$ cat config.mk
export PLATFORM = sky130hd
export DESIGN_NAME = um_linebuf_ctrl_flat
export DESIGN_NICKNAME = d
export VERILOG_FILES = /design/src/rtl/um_linebuf_ctrl_if.sv /design/src/rtl/um_linebuf_ctrl.sv /design/src/flat_wrapper.sv
export SDC_FILE = /design/constraint.sdc
export NUM_CORES = 1
export LEC_CHECK = 0
export CAP_MARGIN = 20
export CORE_UTILIZATION = 35
export DETAILED_ROUTE_END_ITERATION = 12
export GPL_TIMING_DRIVEN = 0
export PLACE_DENSITY = 0.81
export SLEW_MARGIN = 20
export SYNTH_ARGS = -nofsm -noshare
export SYNTH_HDL_FRONTEND = slang
export SYNTH_SLANG_ARGS = --single-unit
$ cat constraint.sdc
create_clock -name clk -period 2.6 [get_ports clk]
set_input_delay 0.26 -clock clk [delete_from_list [all_inputs] [get_ports clk]]
set_output_delay 0.26 -clock clk [all_outputs]
set_load 0.005 [all_outputs]
$ cat src/rtl/um_linebuf_ctrl_if.sv
`default_nettype none
// +----------------------------------------------------------------------------+
// | um_linebuf_ctrl_if : port bundle for one 2048x24 line-buffer memory          |
// | Rev 1.0                                                                      |
// +----------------------------------------------------------------------------+
interface um_linebuf_ctrl_if #(
    parameter int AW = 11
) ();
    logic          cs;
    logic          web;
    logic          re;
    logic [AW-1:0] raddr;
    logic [AW-1:0] waddr;
    logic [23:0]   din;
    logic [23:0]   dout;

    modport master (
        output cs, web, re, raddr, waddr, din,
        input  dout
    );

    modport slave (
        input  cs, web, re, raddr, waddr, din,
        output dout
    );
endinterface
`default_nettype wire

$ cat src/rtl/um_linebuf_ctrl.sv
`default_nettype none
// +----------------------------------------------------------------------------+
// | um_linebuf_ctrl : cascaded two-line-buffer sequencer producing 3-tap columns |
// | Rev 1.0                                                                      |
// +----------------------------------------------------------------------------+
module um_linebuf_ctrl #(
    parameter int H_ACT = 1920,
    parameter int V_ACT = 1080,
    parameter int AW    = 11
) (
    input  wire               clk,
    input  wire               rst_n,
    input  wire               en,
    input  wire  [26:0]       dp_in,
    um_linebuf_ctrl_if.master m1,
    um_linebuf_ctrl_if.master m2,
    output logic [23:0]       tap0,
    output logic [23:0]       tap1,
    output logic [23:0]       tap2,
    output logic              tap1_vld,
    output logic              tap2_vld,
    output logic [2:0]        sync_out,
    output logic [AW-1:0]     x_pos,
    output logic [10:0]       y_pos,
    output logic              short_line
);

    localparam logic [AW-1:0] C_X_LAST = AW'(H_ACT - 1);
    localparam logic [10:0]   C_Y_LAST = 11'(V_ACT - 1);

    logic          w_den;
    logic          w_vsync;
    logic [10:0]   w_y_next;
    logic          w_cs;
    logic          w_rd;
    logic          w_wr;

    logic [AW-1:0] r_x;
    logic [10:0]   r_y;
    logic          r_short;
    logic          r_stale;
    logic [AW-1:0] r_x_d1;
    logic [10:0]   r_y_d1;
    logic [23:0]   r_px_d1;
    logic [2:0]    r_sync_d1;
    logic          r_den_d1;
    logic          r_tap1_vld;
    logic          r_tap2_vld;

    assign w_den    = dp_in[24];
    assign w_vsync  = dp_in[26];
    assign w_y_next = (r_y == C_Y_LAST) ? 11'd0 : r_y + 11'd1;

    // Active-pixel position; den has priority over vsync
    always_ff @(posedge clk or negedge rst_n) begin
        if (!rst_n) begin
            r_x     <= '0;
            r_y     <= '0;
            r_short <= 1'b0;
        end else if (en) begin
            if (w_den) begin
                if (r_x == C_X_LAST) begin
                    r_x <= '0;
                    r_y <= w_y_next;
                end else begin
                    r_x <= r_x + AW'(1);
                end
            end else if (w_vsync) begin
                r_x <= '0;
                r_y <= '0;
            end else if (r_x != '0) begin
                r_x     <= '0;
                r_y     <= w_y_next;
                r_short <= 1'b1;
            end
        end
    end

    // Any disabled cycle corrupts the buffered lines until a fresh frame starts
    always_ff @(posedge clk or negedge rst_n) begin
        if (!rst_n) begin
            r_stale <= 1'b0;
        end else if (!en) begin
            r_stale <= 1'b1;
        end else if (!w_den && w_vsync) begin
            r_stale <= 1'b0;
        end
    end

    always_ff @(posedge clk or negedge rst_n) begin
        if (!rst_n) begin
            r_x_d1     <= '0;
            r_y_d1     <= '0;
            r_px_d1    <= '0;
            r_sync_d1  <= '0;
            r_den_d1   <= 1'b0;
            r_tap1_vld <= 1'b0;
            r_tap2_vld <= 1'b0;
        end else begin
            r_x_d1     <= r_x;
            r_y_d1     <= r_y;
            r_px_d1    <= dp_in[23:0];
            r_sync_d1  <= dp_in[26:24];
            r_den_d1   <= w_den & en;
            r_tap1_vld <= w_den & en & ~r_stale & (r_y >= 11'd1);
            r_tap2_vld <= w_den & en & ~r_stale & (r_y >= 11'd2);
        end
    end

    // Reads at cycle t, writes of the same column at t+1: addresses never collide
    assign w_cs = en & rst_n;
    assign w_rd = w_den & en & rst_n;
    assign w_wr = r_den_d1 & en;

    assign m1.cs    = w_cs;
    assign m1.re    = w_rd;
    assign m1.raddr = r_x;
    assign m1.web   = ~w_wr;
    assign m1.waddr = r_x_d1;
    assign m1.din   = r_px_d1;

    assign m2.cs    = w_cs;
    assign m2.re    = w_rd;
    assign m2.raddr = r_x;
    assign m2.web   = ~w_wr;
    assign m2.waddr = r_x_d1;
    assign m2.din   = w_wr ? m1.dout : 24'd0;

    assign tap0       = r_px_d1;
    assign tap1       = r_tap1_vld ? m1.dout : 24'd0;
    assign tap2       = r_tap2_vld ? m2.dout : 24'd0;
    assign tap1_vld   = r_tap1_vld;
    assign tap2_vld   = r_tap2_vld;
    assign sync_out   = r_sync_d1;
    assign x_pos      = r_x_d1;
    assign y_pos      = r_y_d1;
    assign short_line = r_short;

endmodule
`default_nettype wire

$ cat src/flat_wrapper.sv
// flat-port wrapper written by rule: the top's interface ports become plain ports
module um_linebuf_ctrl_flat 
#(
    parameter int H_ACT = 1920,
    parameter int V_ACT = 1080,
    parameter int AW    = 11
)
  (clk, rst_n, en, dp_in, tap0, tap1, tap2, tap1_vld, tap2_vld, sync_out, x_pos, y_pos, short_line, m1_cs, m1_web, m1_re, m1_raddr, m1_waddr, m1_din, m1_dout, m2_cs, m2_web, m2_re, m2_raddr, m2_waddr, m2_din, m2_dout);
  um_linebuf_ctrl_if #(.AW(AW)) m1_i ();
  um_linebuf_ctrl_if #(.AW(AW)) m2_i ();
  input  wire clk;
  input  wire rst_n;
  input  wire en;
  input  wire  [26:0] dp_in;
  output logic [23:0] tap0;
  output logic [23:0] tap1;
  output logic [23:0] tap2;
  output logic tap1_vld;
  output logic tap2_vld;
  output logic [2:0] sync_out;
  output logic [AW-1:0] x_pos;
  output logic [10:0] y_pos;
  output logic short_line;
  output wire logic [$bits(m1_i.cs)-1:0] m1_cs;
  output wire logic [$bits(m1_i.web)-1:0] m1_web;
  output wire logic [$bits(m1_i.re)-1:0] m1_re;
  output wire logic [$bits(m1_i.raddr)-1:0] m1_raddr;
  output wire logic [$bits(m1_i.waddr)-1:0] m1_waddr;
  output wire logic [$bits(m1_i.din)-1:0] m1_din;
  input wire logic [$bits(m1_i.dout)-1:0] m1_dout;
  output wire logic [$bits(m2_i.cs)-1:0] m2_cs;
  output wire logic [$bits(m2_i.web)-1:0] m2_web;
  output wire logic [$bits(m2_i.re)-1:0] m2_re;
  output wire logic [$bits(m2_i.raddr)-1:0] m2_raddr;
  output wire logic [$bits(m2_i.waddr)-1:0] m2_waddr;
  output wire logic [$bits(m2_i.din)-1:0] m2_din;
  input wire logic [$bits(m2_i.dout)-1:0] m2_dout;
  assign m1_cs = m1_i.cs;
  assign m1_web = m1_i.web;
  assign m1_re = m1_i.re;
  assign m1_raddr = m1_i.raddr;
  assign m1_waddr = m1_i.waddr;
  assign m1_din = m1_i.din;
  assign m1_i.dout = m1_dout;
  assign m2_cs = m2_i.cs;
  assign m2_web = m2_i.web;
  assign m2_re = m2_i.re;
  assign m2_raddr = m2_i.raddr;
  assign m2_waddr = m2_i.waddr;
  assign m2_din = m2_i.din;
  assign m2_i.dout = m2_dout;
  um_linebuf_ctrl #(.H_ACT(H_ACT), .V_ACT(V_ACT), .AW(AW)) u_core (.clk(clk), .rst_n(rst_n), .en(en), .dp_in(dp_in), .m1(m1_i), .m2(m2_i), .tap0(tap0), .tap1(tap1), .tap2(tap2), .tap1_vld(tap1_vld), .tap2_vld(tap2_vld), .sync_out(sync_out), .x_pos(x_pos), .y_pos(y_pos), .short_line(short_line));
endmodule
==> results <==
- The run finished with clean final reports.
- The starting density of the core is a little over a third.
- The leading register cell type out of synthesis is sky130_fd_sc_hd__dfrtp_1.
- Counting flops and latches in the post-synthesis netlist gives between 70 and 80.
- The max-slew violation count was 0.
- For this run, design rule violations remaining after detail routing come to 0.
- The relative max-transition margin is 63.0%.
- In the post-synthesis netlist, the biggest area contributors are sky130_fd_sc_hd__dfrtp_1 49%, sky130_fd_sc_hd__buf_4 12%, sky130_fd_sc_hd__and2_1 8.6%, sky130_fd_sc_hd__and3_1 4.5%, sky130_fd_sc_hd__a22o_1 2.0%.
- Synthesis instantiated 42 different standard cells from the library.
- In this run the horizontal extent of the chip is ~110 µm.
- The cell area after synthesis is 3850 µm².
- The clock drives 76 sinks.
- Static timing analysis puts the maximum clock frequency at 0.398 GHz.
- The count of antenna diodes in the layout is 0.
- At the worst endpoint, the arrival time is 2250 ps.
- Prior to clock tree synthesis, the placed netlist has a worst setup slack of -29.0 ps.
- Cells with a size suffix above 1 make up between 10% and 20% of the layout.
- The total number of yosys warnings is 0.
- The number of clock buffers added by TritonCTS is 9.
- Between clock sinks in the finished design, the worst skew comes to ~6.2 ps.
- The signal on the critical path passes through clkdlybuf4s50_1 > clkbuf_2 > clkbuf_1 > and3_1 > clkdlybuf4s50_1.
- The smallest setup slack after layout is 90.5 ps.
- The worst setup path is captured at a primary output.
- The required arrival time at the worst endpoint is ~2300 ps.
- The worst min-delay path category is input port to flip-flop.
- The proportion of register bits with asynchronous set or reset after synthesis is 100%.
- The number of global-route vias before repair is between 3k and 4k.
- STA classifies the critical path startpoint as an input port.
- The cell type contributing the most total cell area after synthesis is sky130_fd_sc_hd__dfrtp_1.
- The overall overflow remaining after global route is 0.
- The area of the core is around 11000 µm².
- The first-pass GRT wire length is about 23000 µm.
- In this run the cell area measured after placement is between 6000 and 7000 µm².
- The detailed-routing iteration count for the pre-antenna-repair pass is 4.
- The final standard cell count with taps included and fillers excluded is 800.
- The maximum vdd drop is 0.000391 V.
- The clock tree synthesis step divided the H-tree into 3 levels.
- The clock latency reported for the late side of the worst-skew pair is ~350 ps.
- Subtracting the final worst setup slack from the clock period gives approximately 2500 ps.
- In this run the biggest area consumer among cell types represents 49.4% of the synthesized area.
- Setup repair after global routing left no endpoint under its margin.
- The root buffer cell is sky130_fd_sc_hd__clkbuf_8.
- The aggregate global-route resource usage is about 27%.
- For this run, the slowest stage of the critical path takes between 600 and 700 ps.
- Using the TritonRoute via totals, the vias-per-cell ratio works out to between 4 and 5.
- The layout overhead on the synthesized area is 83.9%.
- The type of the worst setup path is input port to primary output.
- In this run the count of I/O pins placed on the die edge is about 280.
- The clock passes through at most 2 buffers.
- After clock tree synthesis, the clock-pin slew on the worst setup and hold paths is 80 ps.
- The number of max-cap violations is 0.
- Once detail routing completed, the nets flagged for antenna violations numbered 0.
- Summing over every cut layer, the via total after detailed routing is ~3.8k.
- The first-iteration detailed-routing DRC count is ~210.
- The maximum fanout count along the critical path is 10.
- The most common cell in the synthesized netlist is sky130_fd_sc_hd__dfrtp_1.
- Buffers placed on the I/O ports in this run total 275.
- Setup total negative slack on the finished layout was measured at 0 ps.
- The commonest cells after synthesis are 76 x sky130_fd_sc_hd__dfrtp_1, 60 x sky130_fd_sc_hd__buf_4, 53 x sky130_fd_sc_hd__and2_1.
- Once detailed placement completed, the half-perimeter wirelength came to 12600 µm.
- The static power due to leakage is around 3.1 nW.
- The weighted congestion reported at the end of routability-driven placement is between 0.9 and 1.
- Row generation in the floorplan step produced 37 rows.
- For this run, the post-layout net count is 742.
- In the synthesized netlist, the number of instances is 368.
- Yosys mapped a number of flops with a built-in enable equal to 0.
- Averaged over all synthesized cells, the footprint is 10.5 µm².
- The tightest hold path in the finished design has a slack of 337 ps.
- The largest net degree at the start of global routing is between 40 and 50.
- The hold violation count in the final report is 0.
- The number of cells after detailed placement is 780.
- The transition time at the pin with the least slew margin is between 500 and 600 ps.
- The most repeated library cell on the critical path is sky130_fd_sc_hd__clkdlybuf4s50_1.
- Dividing the detail-routed wire length by the instance count gives 19.6 µm.
- Setup violations remaining at the end of the flow were counted as 0.
- The total non-filler cell area in the finished layout is between 7000 and 8000 µm².
- The cell type of the slowest stage on the worst timing path is sky130_fd_sc_hd__clkdlybuf4s50_1.
- The power per cell area is approximately 530 nW/µm².
- For this block, the routed nets add up to 15700 µm of wire.
- The final critical path takes up a little over nine tenths of the cycle.
- The initial antenna violation count came to 0.
- The area of the die is approximately 11000 µm².
- The die extent in y is 107 µm.
- TritonCTS built the clock tree.
- The net count of the mapped netlist is 451.
- Sequential elements use 49.4% of the synthesized area.
-- area by class of cell --
class | count | area, µm²
clock inverter | 3 | 67.6
buffer | 79 | 558
sequential | 76 | 1900
multi-input combinational | 198 | 1340
inverter | 15 | 56.3
clock buffer | 13 | 169
timing repair buffer | 280 | 2820
tap | 136 | 170
fill | 795 | 3430
-- where the power goes --
group | total [mW] | leakage, nW | switching [mW] | internal [mW]
sequential | 1.49 | 0.971 | 0.176 | 1.32
combinational | 1.22 | 2.02 | 0.432 | 0.788
clock | 1.05 | 0.116 | 0.432 | 0.620
total | 3.76 | 3.10 | 1.04 | 2.72
-- path summary, 6_finish.rpt --
kind | slack (ps) | start | cells after the start | end
min in group asynchronous | 420 | rst_n | 3 | u_core.m1.waddr[5]
hold reg to reg | 440 | u_core.r_y[5] | 0 | u_core.y_pos[5]
max in group asynchronous | 1930 | rst_n | 3 | u_core.r_y[7]
setup / recovery | 90 | en | 5 | m2_din[11]
hold / removal | 340 | dp_in[12] | 1 | u_core.m1.din[12]
setup reg to reg | 330 | u_core.m1.raddr[1] | 7 | u_core.r_y[9]
-- metrics by stage --
step	utilization (%)	total power, mW
3_5_place_dp	64.7	2.72
2_1_floorplan	-	1.93
3_3_place_gp	64.4	2.69
5_1_grt	67.4	3.95
6_report	67.4	3.76
4_1_cts	67.2	3.79
-- cell usage in the layout (no fill, tap or decap), drive strengths merged, types with 5 or more instances in the layout --
| master | netlist | layout |
|---|---|---|
| clkdlybuf4s50 | 0 | 274 |
| dfrtp | 76 | 76 |
| buf | 65 | 70 |
| and2 | 53 | 53 |
| and3 | 29 | 29 |
| clkbuf | 14 | 27 |
| inv | 15 | 15 |
| nand2 | 10 | 10 |
| nand2b | 10 | 10 |
| nand3 | 10 | 10 |
| a22o | 9 | 9 |
| o21ai | 9 | 9 |
| a311oi | 8 | 8 |
| o22ai | 8 | 8 |
| nor2 | 8 | 8 |
| nand4 | 7 | 7 |
| a21o | 5 | 5 |
| ha | 5 | 5 |
-- layer usage --
layer	global-route usage (%)	vias to the layer above	routed length, µm
li1	-	1789	-
met1	30.9	1805	5970
met2	49.1	152	8210
met3	7.60	23	992
met4	10.6	0	503
met5	0	-	0
-- sequential cells by signal, indices dropped and copies added, names as in the netlist --
register	flops
u_core.m1.din	24
u_core.m1.raddr	11
u_core.m1.waddr	11
u_core.r_den_d1	1
u_core.r_stale	1
u_core.r_y	11
u_core.short_line	1
u_core.sync_out	3
u_core.tap1_vld	1
u_core.tap2_vld	1
u_core.y_pos	11
-- critical path: cells and delay by family --
family                 cells  cell delay [ps]
buffers and inverters      4             1720
AND/OR/NAND/NOR            1              250
-- logic make-up (layout without fill, tap and decap cells) --
logic type | Yosys count | in the layout | share of synthesized area [%]
buf+inv | 94 | 390 | 15.9
flops | 76 | 76 | 49.4
mux | 1 | 1 | 0.292
compound gates | 48 | 48 | 9.95
fa+ha+maj | 5 | 5 | 1.62
simple gates | 144 | 144 | 22.8
-- timing repair --
item                       in CTS  in global routing
hold buffers                    2                  0
setup endpoints to repair       4                 14
setup buffers                   0                  2
pin swaps                       0                  1
hold endpoints to repair       30                  0
resized for setup               1                  0
cloned                          0                  0
No activity file was read; power rests on OpenSTA's default activity.
